### config.mk
export PLATFORM = sky130hd
export DESIGN_NAME = lut_sweep_unit
export DESIGN_NICKNAME = d
export VERILOG_FILES = /design/src/rtl/lut_sweep_pkg.sv /design/src/rtl/lut_sweep_unit_eval.sv /design/src/rtl/lut_sweep_unit.sv
export SDC_FILE = /design/constraint.sdc
export NUM_CORES = 1
export LEC_CHECK = 0
export CORE_ASPECT_RATIO = 0.7
export CORE_UTILIZATION = 35
export DETAILED_ROUTE_END_ITERATION = 10
export GPL_TIMING_DRIVEN = 0
export PLACE_DENSITY = 0.65
export SETUP_SLACK_MARGIN = 0.1
export SLEW_MARGIN = 20
export SYNTH_ARGS = -nofsm -noshare
export SYNTH_HDL_FRONTEND = slang
export SYNTH_SLANG_ARGS = --single-unit
### constraint.sdc
create_clock -name clk -period 6.3 [get_ports clk]
set_clock_uncertainty 0.05 [all_clocks]
set_input_delay 0.63 -clock clk [delete_from_list [all_inputs] [get_ports clk]]
set_output_delay 0.63 -clock clk [all_outputs]
set_load 0.01 [all_outputs]
### src/rtl/lut_sweep_pkg.sv
// Shared types and constants for the LUT sweep unit.
// Optional signature path is enabled by defining LUT_SIG_EN.
package lut_sweep_pkg;

    typedef enum logic [1:0] {
        IDLE  = 2'd0,
        SWEEP = 2'd1,
        DONE  = 2'd2
    } state_t;

    localparam int SIG_W = 16;
    localparam logic [SIG_W-1:0] SIG_POLY = 16'h1021;

    function automatic logic [SIG_W-1:0] misr_step(
        input logic [SIG_W-1:0] s,
        input logic             b
    );
        logic [SIG_W-1:0] n;
        n = {s[SIG_W-2:0], 1'b0};
        if (s[SIG_W-1]) n = n ^ SIG_POLY;
        n[0] = n[0] ^ b;
        return n;
    endfunction

endpackage

### src/rtl/lut_sweep_unit_eval.sv
// Truth-table read mux, shared by the single-vector and sweep paths.
// Purely combinational.
module lut_eval
    import lut_sweep_pkg::*;
#(
    parameter int N_IN = 5
) (
    input  logic [2**N_IN-1:0] lut_i,
    input  logic [N_IN-1:0]    sel_i,
    output logic               bit_o
);

    assign bit_o = lut_i[sel_i];

endmodule

### src/rtl/lut_sweep_unit.sv
// Programmable N_IN-input LUT with registered eval and exhaustive sweep.
// Define LUT_SIG_EN to add the 16-bit MISR sweep signature on sig.
module lut_sweep_unit
    import lut_sweep_pkg::*;
#(
    parameter int                N_IN      = 5,
    parameter logic [2**N_IN-1:0] RESET_LUT = 32'hFF404040
) (
    input  logic               clk,
    input  logic               rst_n,
    input  logic               cfg_we,
    input  logic [2**N_IN-1:0] cfg_lut,
    input  logic               in_valid,
    input  logic [N_IN-1:0]    in_vec,
    input  logic               start,
    output logic               z,
    output logic               z_valid,
    output logic [N_IN-1:0]    z_vec,
    output logic               busy,
    output logic               done,
    output logic [N_IN:0]      ones_count,
    output logic [SIG_W-1:0]   sig
);

    localparam logic [N_IN-1:0] IDX_LAST = '1;

    state_t              state_q, state_d;
    logic [2**N_IN-1:0]  lut_q, lut_d;
    logic [N_IN-1:0]     idx_q, idx_d;
    logic                z_q, z_d;
    logic                zv_q, zv_d;
    logic [N_IN-1:0]     zvec_q, zvec_d;
    logic [N_IN:0]       ones_q, ones_d;
    logic [N_IN-1:0]     sel;
    logic                f_bit;
    logic                accept;
    logic                sweep_go;

    assign accept   = (state_q != SWEEP);
    assign sweep_go = accept & start;
    assign sel      = (state_q == SWEEP) ? idx_q : in_vec;

    lut_eval #(.N_IN(N_IN)) u_eval (
        .lut_i (lut_q),
        .sel_i (sel),
        .bit_o (f_bit)
    );

    always_comb begin
        state_d = state_q;
        lut_d   = lut_q;
        idx_d   = idx_q;
        z_d     = z_q;
        zv_d    = 1'b0;
        zvec_d  = zvec_q;
        ones_d  = ones_q;
        unique case (state_q)
            SWEEP: begin
                z_d    = f_bit;
                zv_d   = 1'b1;
                zvec_d = idx_q;
                ones_d = ones_q + {{N_IN{1'b0}}, f_bit};
                idx_d  = idx_q + 1'b1;
                if (idx_q == IDX_LAST) state_d = DONE;
            end
            default: begin
                // IDLE and DONE both accept commands; DONE just falls to IDLE
                state_d = IDLE;
                if (cfg_we) lut_d = cfg_lut;
                if (sweep_go) begin
                    state_d = SWEEP;
                    idx_d   = '0;
                    ones_d  = '0;
                end else if (in_valid) begin
                    z_d    = f_bit;
                    zv_d   = 1'b1;
                    zvec_d = in_vec;
                end
            end
        endcase
    end

    always_ff @(posedge clk or negedge rst_n) begin
        if (!rst_n) begin
            state_q <= IDLE;
            lut_q   <= RESET_LUT;
            idx_q   <= '0;
            z_q     <= 1'b0;
            zv_q    <= 1'b0;
            zvec_q  <= '0;
            ones_q  <= '0;
        end else begin
            state_q <= state_d;
            lut_q   <= lut_d;
            idx_q   <= idx_d;
            z_q     <= z_d;
            zv_q    <= zv_d;
            zvec_q  <= zvec_d;
            ones_q  <= ones_d;
        end
    end

`ifdef LUT_SIG_EN
    logic [SIG_W-1:0] sig_q, sig_d;

    always_comb begin
        sig_d = sig_q;
        if (sweep_go) sig_d = '0;
        else if (state_q == SWEEP) sig_d = misr_step(sig_q, f_bit);
    end

    always_ff @(posedge clk or negedge rst_n) begin
        if (!rst_n) sig_q <= '0;
        else        sig_q <= sig_d;
    end

    assign sig = sig_q;
`else
    assign sig = '0;
`endif

    assign z          = z_q;
    assign z_valid    = zv_q;
    assign z_vec      = zvec_q;
    assign busy       = (state_q == SWEEP);
    assign done       = (state_q == DONE);
    assign ones_count = ones_q;

endmodule

=== Yosys cells after proc, flatten, opt, wreduce, memory -nomap -nowiden ===
Index checks and enable logic that the tools add are counted.

* Register bits: 52
* Latch bits: 0
* RAM bits: 0
* Memory bits (read-only): 0
* Bits of input ports: 42
* Output and inout port bits: 31
* Memories kept: 0

* Add/sub/neg operators: 2
* $mul: 0
* Div/mod/pow operators: 0
* Order comparisons: 1
* Eq/ne operators: 6
* Shift operators: 0
* Multiplexer cells: 19
* Bitwise logic cells: 2
* Reduce and logical (&&, ||, !) cells: 4

{| class="wikitable"
|+ Operators by type and width
! operator !! number
|-
| $mux 5 || 6
|-
| $mux 6 || 2
|-
| $mux 1 || 8
|-
| $add 6x1->6 || 1
|-
| $lt 5x6->1 const B || 1
|-
| $add 5x1->5 const B || 1
|-
| $bmux 1 s5 || 1
|-
| $eq 5x5->1 const B || 1
|-
| $mux 2 || 2
|-
| $ne 2x1->1 const B || 2
|-
| $reduce_and 2->1 || 2
|-
| $reduce_bool 2->1 || 2
|-
| $eq 2x1->1 const B || 1
|-
| $eq 2x2->1 const B || 1
|-
| $ne 2x2->1 const B || 1
|-
| $and 1x1->1 || 1
|-
| $not 1->1 || 1
|}

=== Longest topological paths before layout ===
Gate-level depths: netlist (run 1).

* Depth in word-level cells: 7
* Gate-level depth with buffers: 13
* Depth with buffers taken out: 12

=== Cells and area by module ===
From an unflattened synthesis (run 1), not the netlist that was laid out.

* Cell total of the unflattened synthesis: 226
* Area total of the unflattened synthesis: 2792.7 um2

{| class="wikitable"
|+ Modules (own cells, without submodules)
! module !! times used !! cells an instance !! area an instance (um2) !! seq. area each (um2)
|-
| lut_sweep_unit || 1 || 185 || 2467.4 || 1315.0
|-
| lut_eval || 1 || 41 || 325.3 || 0.0
|}

=== Least setup slack after synthesis (run 1) ===
No wires, ideal clock.

* Path kind: input -> register
* Start point: in in_vec[0]
* End point: reg ones_q[5], in the netlist ones_count[5]
* Setup time: 0.136 ns
* Data arrival time: 2.365 ns
* Setup slack: 3.749 ns
* Stages: 11
* Path buffers: 1
* Cells stage by stage: clkbuf_1 -> a21o_4 -> mux2_1 -> o22a_1 -> a21oi_2 -> nand3_1 -> ha_1 -> and3_1 -> nand3_1 -> xor2_1 -> o21ai_0

* Longest elaborated chain between the ends: 5

{| class="wikitable"
|+ Ends and longest elaborated chain
! element !! RTL line !! source
|-
| start, declared || lut_sweep_unit.sv:14 || <nowiki>input logic [N_IN-1:0] in_vec,</nowiki>
|-
| $mux 5 || lut_sweep_unit.sv:41 || <nowiki>assign sel = (state_q == SWEEP) ? idx_q : in_vec;</nowiki>
|-
| $bmux 1 s5 || lut_sweep_unit_eval.sv:13 || <nowiki>assign bit_o = lut_i[sel_i];</nowiki>
|-
| $mux 1 (not written as such) || lut_sweep_unit_eval.sv:13 ||
|-
| named net f_bit || lut_sweep_unit.sv:35 || <nowiki>logic f_bit;</nowiki>
|-
| $add 6x1->6 || lut_sweep_unit.sv:62 || <nowiki>ones_d = ones_q + {{N_IN{1'b0}}, f_bit};</nowiki>
|-
| $mux 6 || lut_sweep_unit.sv:57 || <nowiki>unique case (state_q)</nowiki>
|-
| end signal, assigned || lut_sweep_unit.sv:99 || <nowiki>ones_q <= ones_d;</nowiki>
|-
| end, declared || lut_sweep_unit.sv:33 || <nowiki>logic [N_IN:0] ones_q, ones_d;</nowiki>
|}

The timed path passes the listed nets, and every way through them passes these cells. The select of a mux whose other input is x is not followed.
A chain may end at the register's enable or synchronous reset.

=== Worst setup path in the final report (run 1) ===
* Start point: in in_vec[1]
* End point: reg ones_q[4], in the netlist ones_count[4]

Same word-level chain as after synthesis.

==> metrics.md, run 1 <==
| Metric | Value |
|---|---|
| HPWL after DPL | `4.66 mm` |
| Worst-path fanout max | `4` |
| Synth async-reset ratio | `100%` |
| Row count | `26` |
| Die extent in x | `roughly 110 um` |
| Total Routing Usage GR | `15.5%` |
| Die Ht | `75.8 um` |
| Met2 Use GR | `24.0%` |
| DR vias/cell | `4.82` |
| Final Cycle Share | `47.1%` |
| # DRC | `0` |
| Setup violators final | `0` |
| Fillcell total | `684` |
| Crit path to | `ones_count[4]` |
| CP Launch Type | `input port` |
| Nets | `379` |
| Final hold slack | `295 ps` |
| Initial antenna violation count | `0` |
| Slew @ Worst Pin | `about 660 ps` |
| Reg2reg end | `ones_count[4]` |
| Reg2reg setup slack | `3470 ps` |
| CP Capture Type | `flop` |
| Area Growth Syn to Fin | `30.9%` |
| R2r startpoint | `state_q[1]` |
| I/O Pins | `73` |
| Area of the die | `8150 um2` |
| Top cells by count, synth | `dfrtp_1, mux2_2, nand2_1` |
| Worst Hold Class | `input port to async pin` |
| Maximum clock insertion buffer count | `2` |
| # port buffers | `55` |
| Place WS | `3030 ps` |
| Post-CTS Hold Fix Bufs | `0` |
| Leading post-synthesis cells by cell area | `dfrtp_1, mux2_2, dfstp_2` |
| Number of clock sinks | `52` |
| Status | `completed` |
| Achievable frequency | `337 MHz` |
| Initial DRC Count | `135` |
| Flops & latches, synth | `52` |
| Vias in the first global route | `roughly 1,900` |
| Largest net degree at the start of global routing | `53` |
| Multi-input gate area | `1230 um2` |
| Max-Cap Viols | `0` |
| WL/cell | `14.3 um` |
| Gr busiest metal | `met2` |
| Post-synth EDFFs | `0` |
| First-pass GRT wire length | `between 9 and 10 mm` |
| Unique masters post-synth | `43` |
| Top cell type's share of synthesized area | `37.6%` |
| Met3 usage | `3.68%` |
| Via count | `2,081` |
| Resize count post-CTS | `0` |
| H-tree levels | `2` |
| Reg2Reg Depth | `12` |
| WL final | `roughly 6.2 mm` |
| Critical Path RT | `6440 ps` |
| P per Cell Area | `442 nW/um2` |
| Grt met1 use | `22.1%` |
| CP Launch Point | `in_vec[1]` |
| Worst Path Arrival | `3110 ps` |
| Layout cell share with drive strength beyond 1 | `26.0%` |
| Clock latency on the worst-skew pair | `just over 300 ps` |
| Rel. slew slack | `55.7%` |
| Synthesized area per cell | `10.6 um2` |
| Grt ovf | `0` |
| Cells after Synth | `256` |
| RSZ-0062 raised after global routing | `false` |
| Setup TNS | `0 ps` |
| Number of setup buffers added after CTS | `0` |
| Reg clk slew, reported paths | `100 ps` |
| Peak supply drop | `0.000162 V` |
| CORE AREA | `between 7000 and 8000 um2` |
| Starting Density | `36.7%` |
| Post-synth top flop | `dfrtp_1` |
| Final worst setup slack | `3330 ps` |
| Utilization after layout | `between 40% and 50%` |
| Top-count cell post-synth | `dfrtp_1` |
| Minimum clock period | `2970 ps` |
| Ant diodes | `0` |
| CTS tree | `built` |
| CTS Root Cell | `clkbuf_8` |
| TritonCTS Buffers | `5` |
| Post-synthesis sequential area ratio | `48.3%` |
| Routed Antenna Nets | `0` |
| Pins over their slew limit | `0` |
| Top cell type by total area after synthesis | `dfrtp_1` |
| Synth warn | `0` |
| Setup Crit Path Kind | `input port to flop` |
| Register area | `1320 um2` |
| Drt first pass iters | `4` |
| P_leak | `1.56 nW` |
| Hold Violations, Final | `0` |
| Post-Syn Area | `roughly 2700 um2` |
| Final Wtd Congestion | `0.778` |
report_power, final:
part / switching, W / internal (W)
Combinational: 0.000346 / 0.000371
Sequential: 0.000108 / 0.000515
Clock: 0.000117 / 0.000120
final cells by class:
class / instances / area share [%]
flip-flops and latches: 52 / 36.9
clock buffers: 5 / 1.93
clock inverters: 3 / 1.33
multi-input cells: 181 / 34.6
plain buffers: 28 / 5.47
inverters: 10 / 1.05
well taps: 98 / 3.44
repair buffers: 55 / 15.4
worst min-delay path by stage:
stage | from | to | slack, ps | cells after the start
6_report | rst_n | lut_q[2] | 300 | 1
5_1_grt | rst_n | lut_q[2] | 340 | 1
4_1_cts | rst_n | lut_q[2] | 320 | 1
3_5_place_dp | z_vec[2] | z_vec[2] | 430 | 2
3_3_place_gp | z_vec[1] | z_vec[1] | 420 | 2
2_1_floorplan | rst_n | idx_q[0] | 280 | 0
cells in the final DEF (no fill, tap or decap), drive strengths merged, types with 4 or more instances in the layout:
cell type      count
clkdlybuf4s50     54
dfrtp             41
mux2              36
nand2             30
buf               27
conb              16
a21oi             16
o21ai             15
nor2              12
dfstp             11
inv               10
a31oi              8
a211oi             7
nand3              7
clkbuf             7
and3               4
ha                 4
state kept, by name, summed over array words and instances (netlist names):
signal      count
lut_q          32
ones_count      6
idx_q           5
z_vec           5
state_q         2
z               1
z_valid         1
through the flow:
stage / power (W) / cell area [um2] / cells
floorplan: 0.00110 / 2780 / 271
global placement: 0.00132 / 3450 / 424
detailed placement: 0.00135 / 3450 / 424
CTS: 0.00159 / 3570 / 432
global route: 0.00169 / 3570 / 432
finish: 0.00158 / 3570 / 432
routing by layer:
metal,part of all wire [%],vias up,routed length (um)
met4,0.23,0,14
li1,-,1031,-
met2,45,55,2800
met3,5.3,2,328
met5,0,-,0
met1,49,993,3030
critical path, cell delays in order:
cell	delay, ps
clkdlybuf4s50_1	510
inv_1	80
a31oi_1	500
a211oi_1	110
nor4_1	380
a21oi_2	90
nand3_1	90
ha_1	160
ha_1	210
a31oi_1	90
o21ai_0	150
o21ai_0	100
kinds of logic (layout without fill, tap and decap cells):
family	after synthesis	after routing	share of synthesized area, %
fa+ha+maj	4	4	1.84
flops	52	52	48.3
xor+xnor	1	1	0.321
other cells	1	16	0.138
simple gates	67	67	12.0
mux	37	37	15.4
compound gates	56	56	13.5
buf+inv	38	101	8.54
(Power assumes the default switching activity.)
==> run 2, diff against run 1 <==
--- a/config.mk
+++ b/config.mk
@@ -9,7 +9,7 @@
 export CORE_UTILIZATION = 35
 export DETAILED_ROUTE_END_ITERATION = 10
 export GPL_TIMING_DRIVEN = 0
-export PLACE_DENSITY = 0.65
+export PLACE_DENSITY = 0.67
 export SETUP_SLACK_MARGIN = 0.1
 export SLEW_MARGIN = 20
 export SYNTH_ARGS = -nofsm -noshare
==> constraint.sdc (replaced) <==
create_clock -name clk -period 2.6 [get_ports clk]
set_clock_uncertainty 0.05 [all_clocks]
set_input_delay 0.26 -clock clk [delete_from_list [all_inputs] [get_ports clk]]
set_output_delay 0.26 -clock clk [all_outputs]
set_load 0.01 [all_outputs]
==> metrics.md, run 2 (synthesized netlist as in run 1, its figures left out) <==
| Metric | Value |
|---|---|
| Achievable frequency | `376 MHz` |
| Worst-path fanout max | `10 (was 4)` |
| R2r startpoint | `state_q[1] (unchanged)` |
| Rel. slew slack | `56.3% (was 55.7%)` |
| Status | `finished, violations left (was completed)` |
| Slew @ Worst Pin | `655 ps (was 664 ps)` |
| Worst Hold Class | `flop to flop (was input port to async pin)` |
| Utilization after layout | `51.7% (was 48.1%)` |
| # port buffers | `55 (unchanged)` |
| Setup TNS | `-109 ps (was 0 ps)` |
| Total Routing Usage GR | `16.3% (was 15.5%)` |
| CTS tree | `built (unchanged)` |
| Commonest non-fill, non-tap cells in the layout | `clkdlybuf4s50_1, dfrtp_1, mux2_2 (unchanged)` |
| WL/cell | `14.7 um (was 14.3 um)` |
| Final Wtd Congestion | `0.784 (was 0.778)` |
| Ant diodes | `0 (unchanged)` |
| Final worst setup slack | `-62.3 ps (was 3330 ps)` |
| Minimum clock period | `2660 ps` |
| Worst min-delay path startpoint | `z_vec[1]` |
| Pins over their slew limit | `0 (unchanged)` |
| CP Capture Type | `flop (unchanged)` |
| Drt first pass iters | `4 (unchanged)` |
| Area Growth Syn to Fin | `40.7% (was 30.9%)` |
| H-tree levels | `2 (unchanged)` |
| Critical Path RT | `2740 ps (was 6440 ps)` |
| Leading cell type in the layout, fill and taps excluded | `clkdlybuf4s50_1 (unchanged)` |
| Starting Density | `36.7% (unchanged)` |
| Maximum clock insertion buffer count | `2 (unchanged)` |
| Die Ht | `75.8 um (unchanged)` |
| Nets | `388 (was 379)` |
| Vias in the first global route | `1,964 (was 1,909)` |
| Initial DRC Count | `71 (was 135)` |
| CORE AREA | `7420 um2 (unchanged)` |
| Largest net degree at the start of global routing | `53 (unchanged)` |
| Area of the die | `8150 um2 (unchanged)` |
| Reg clk slew, reported paths | `90 ps (was 100 ps)` |
| WL final | `6.47 mm (was 6.18 mm)` |
| Routed Antenna Nets | `0 (unchanged)` |
| Final Cycle Share | `102%` |
| CP Launch Point | `state_q[1] (was in_vec[1])` |
| First-pass GRT wire length | `9.88 mm (was 9.51 mm)` |
| Largest Register | `lut_q (unchanged)` |
| RSZ-0062 raised after global routing | `true (was false)` |
| P per Cell Area | `1100 nW/um2 (was 442 nW/um2)` |
| TritonCTS Buffers | `5 (unchanged)` |
| Hold Violations, Final | `0 (unchanged)` |
| P_leak | `1.64 nW (was 1.56 nW)` |
| Fillcell total | `685 (was 684)` |
| Initial antenna violation count | `0 (unchanged)` |
| Row count | `26 (unchanged)` |
| Setup Crit Path Kind | `flop to flop (was input port to flop)` |
| Failing checks | `setup timing` |
| Number of clock sinks | `52 (unchanged)` |
| Setup violators final | `3 (was 0)` |
| I/O Pins | `73 (unchanged)` |
| Clock latency on the worst-skew pair | `310 ps (about the same)` |
| Via count | `2,139 (was 2,081)` |
| DR vias/cell | `4.85 (was 4.82)` |
| Layout cell share with drive strength beyond 1 | `34.4% (was 26.0%)` |
| Max reg flops | `32 (unchanged)` |
| HPWL after DPL | `4.54 mm (was 4.66 mm)` |
| Die extent in x | `107 um (unchanged)` |
| CTS Root Cell | `clkbuf_8 (unchanged)` |
| CP Launch Type | `flop (was input port)` |
| Worst Path Arrival | `2800 ps (was 3110 ps)` |
| Grt ovf | `0 (unchanged)` |
| # DRC | `0 (unchanged)` |
| Max-Cap Viols | `0 (unchanged)` |
| Peak supply drop | `0.000484 V (was 0.000162 V)` |
[run 2: cell count changes in the layout (fill, tap and decap cells not counted), moves of 2 or more]
cell | previous run | this run
a211oi_1 | 7 | 1
a211oi_2 | 0 | 4
a211oi_4 | 0 | 2
a31oi_1 | 8 | 4
a31oi_4 | 0 | 3
buf_2 | 6 | 4
buf_4 | 19 | 26
clkinv_4 | 2 | 0
dfrtp_1 | 41 | 38
dfrtp_2 | 0 | 3
ha_1 | 4 | 2
o21ai_0 | 15 | 10
o21ai_1 | 0 | 5
[run 2: timing repair]
| action | CTS | global route |
|---|---|---|
| hold buffers | 1 | 0 |
| pin swaps | 5 | 3 |
| setup endpoints to repair | 6 | 6 |
| endpoints found under the hold margin | 41 | 0 |
| resized for setup | 35 | 8 |
| buffers inserted | 6 | 2 |
[run 2: worst paths after layout]
kind                                 endpoint  slack [ps]  cells past startpoint
max in group asynchronous          state_q[0]        1560                      2
worst max-delay path            ones_count[5]         -60                     13
worst min-delay path                 z_vec[1]         440                      2
worst max register to register  ones_count[5]         -60                     13
worst min register to register       z_vec[1]         440                      2
min in group asynchronous           lut_q[10]         460                      2
[run 2: worst max-delay path, cell delays in order (launching register included)]
cell and delay [ps]:
dfrtp_2 450, nand2b_4 160, buf_12 150, buf_6 150
a211oi_4 270, a211oi_2 60, nor4_2 360, a21oi_2 80
nand3_1 110, ha_2 200, and3_4 200, nand3_2 80
xor2_1 140, o21ai_1 70
[run 2: through the flow]
| step | instance area [um2] | total power [W] | hold WS (ps) | instances | setup WS (ps) |
|---|---|---|---|---|---|
| floorplan | 2780 | 0.00266 | -85.6 | 271 | 161 |
| detailed placement | 3450 | 0.00326 | 285 | 424 | -431 |
| finish | 3830 | 0.00420 | 436 | 441 | -62.3 |
| global route | 3830 | 0.00449 | 482 | 441 | -152 |
| CTS | 3770 | 0.00411 | 446 | 439 | -37.3 |
| global placement | 3450 | 0.00320 | 422 | 424 | -386 |
[run 2: cell type report]
| class | count | area [um2] | area share [%] |
|---|---|---|---|
| inverters | 10 | 37.5 | 0.979 |
| plain buffers | 28 | 220 | 5.74 |
| clock buffers | 5 | 68.8 | 1.80 |
| well taps | 98 | 123 | 3.20 |
| repair buffers | 64 | 618 | 16.1 |
| flip-flops and latches | 52 | 1320 | 34.4 |
| multi-input cells | 181 | 1410 | 36.7 |
| clock inverters | 3 | 42.5 | 1.11 |
[run 2: layer usage]
layer	part of all wire, %	GRT usage, %	routed length, um
met4	1.4	5.63	92
met5	0	0	0
met2	46	25.7	3000
met1	47	22.6	3060
met3	5.0	3.51	322
[run 2: power by group]
| part | switching (W) | internal [W] | leakage [nW] |
|---|---|---|---|
| logic | 0.000985 | 0.00113 | 0.970 |
| clock network | 0.000272 | 0.000285 | 0.0541 |
| registers | 0.000278 | 0.00125 | 0.612 |
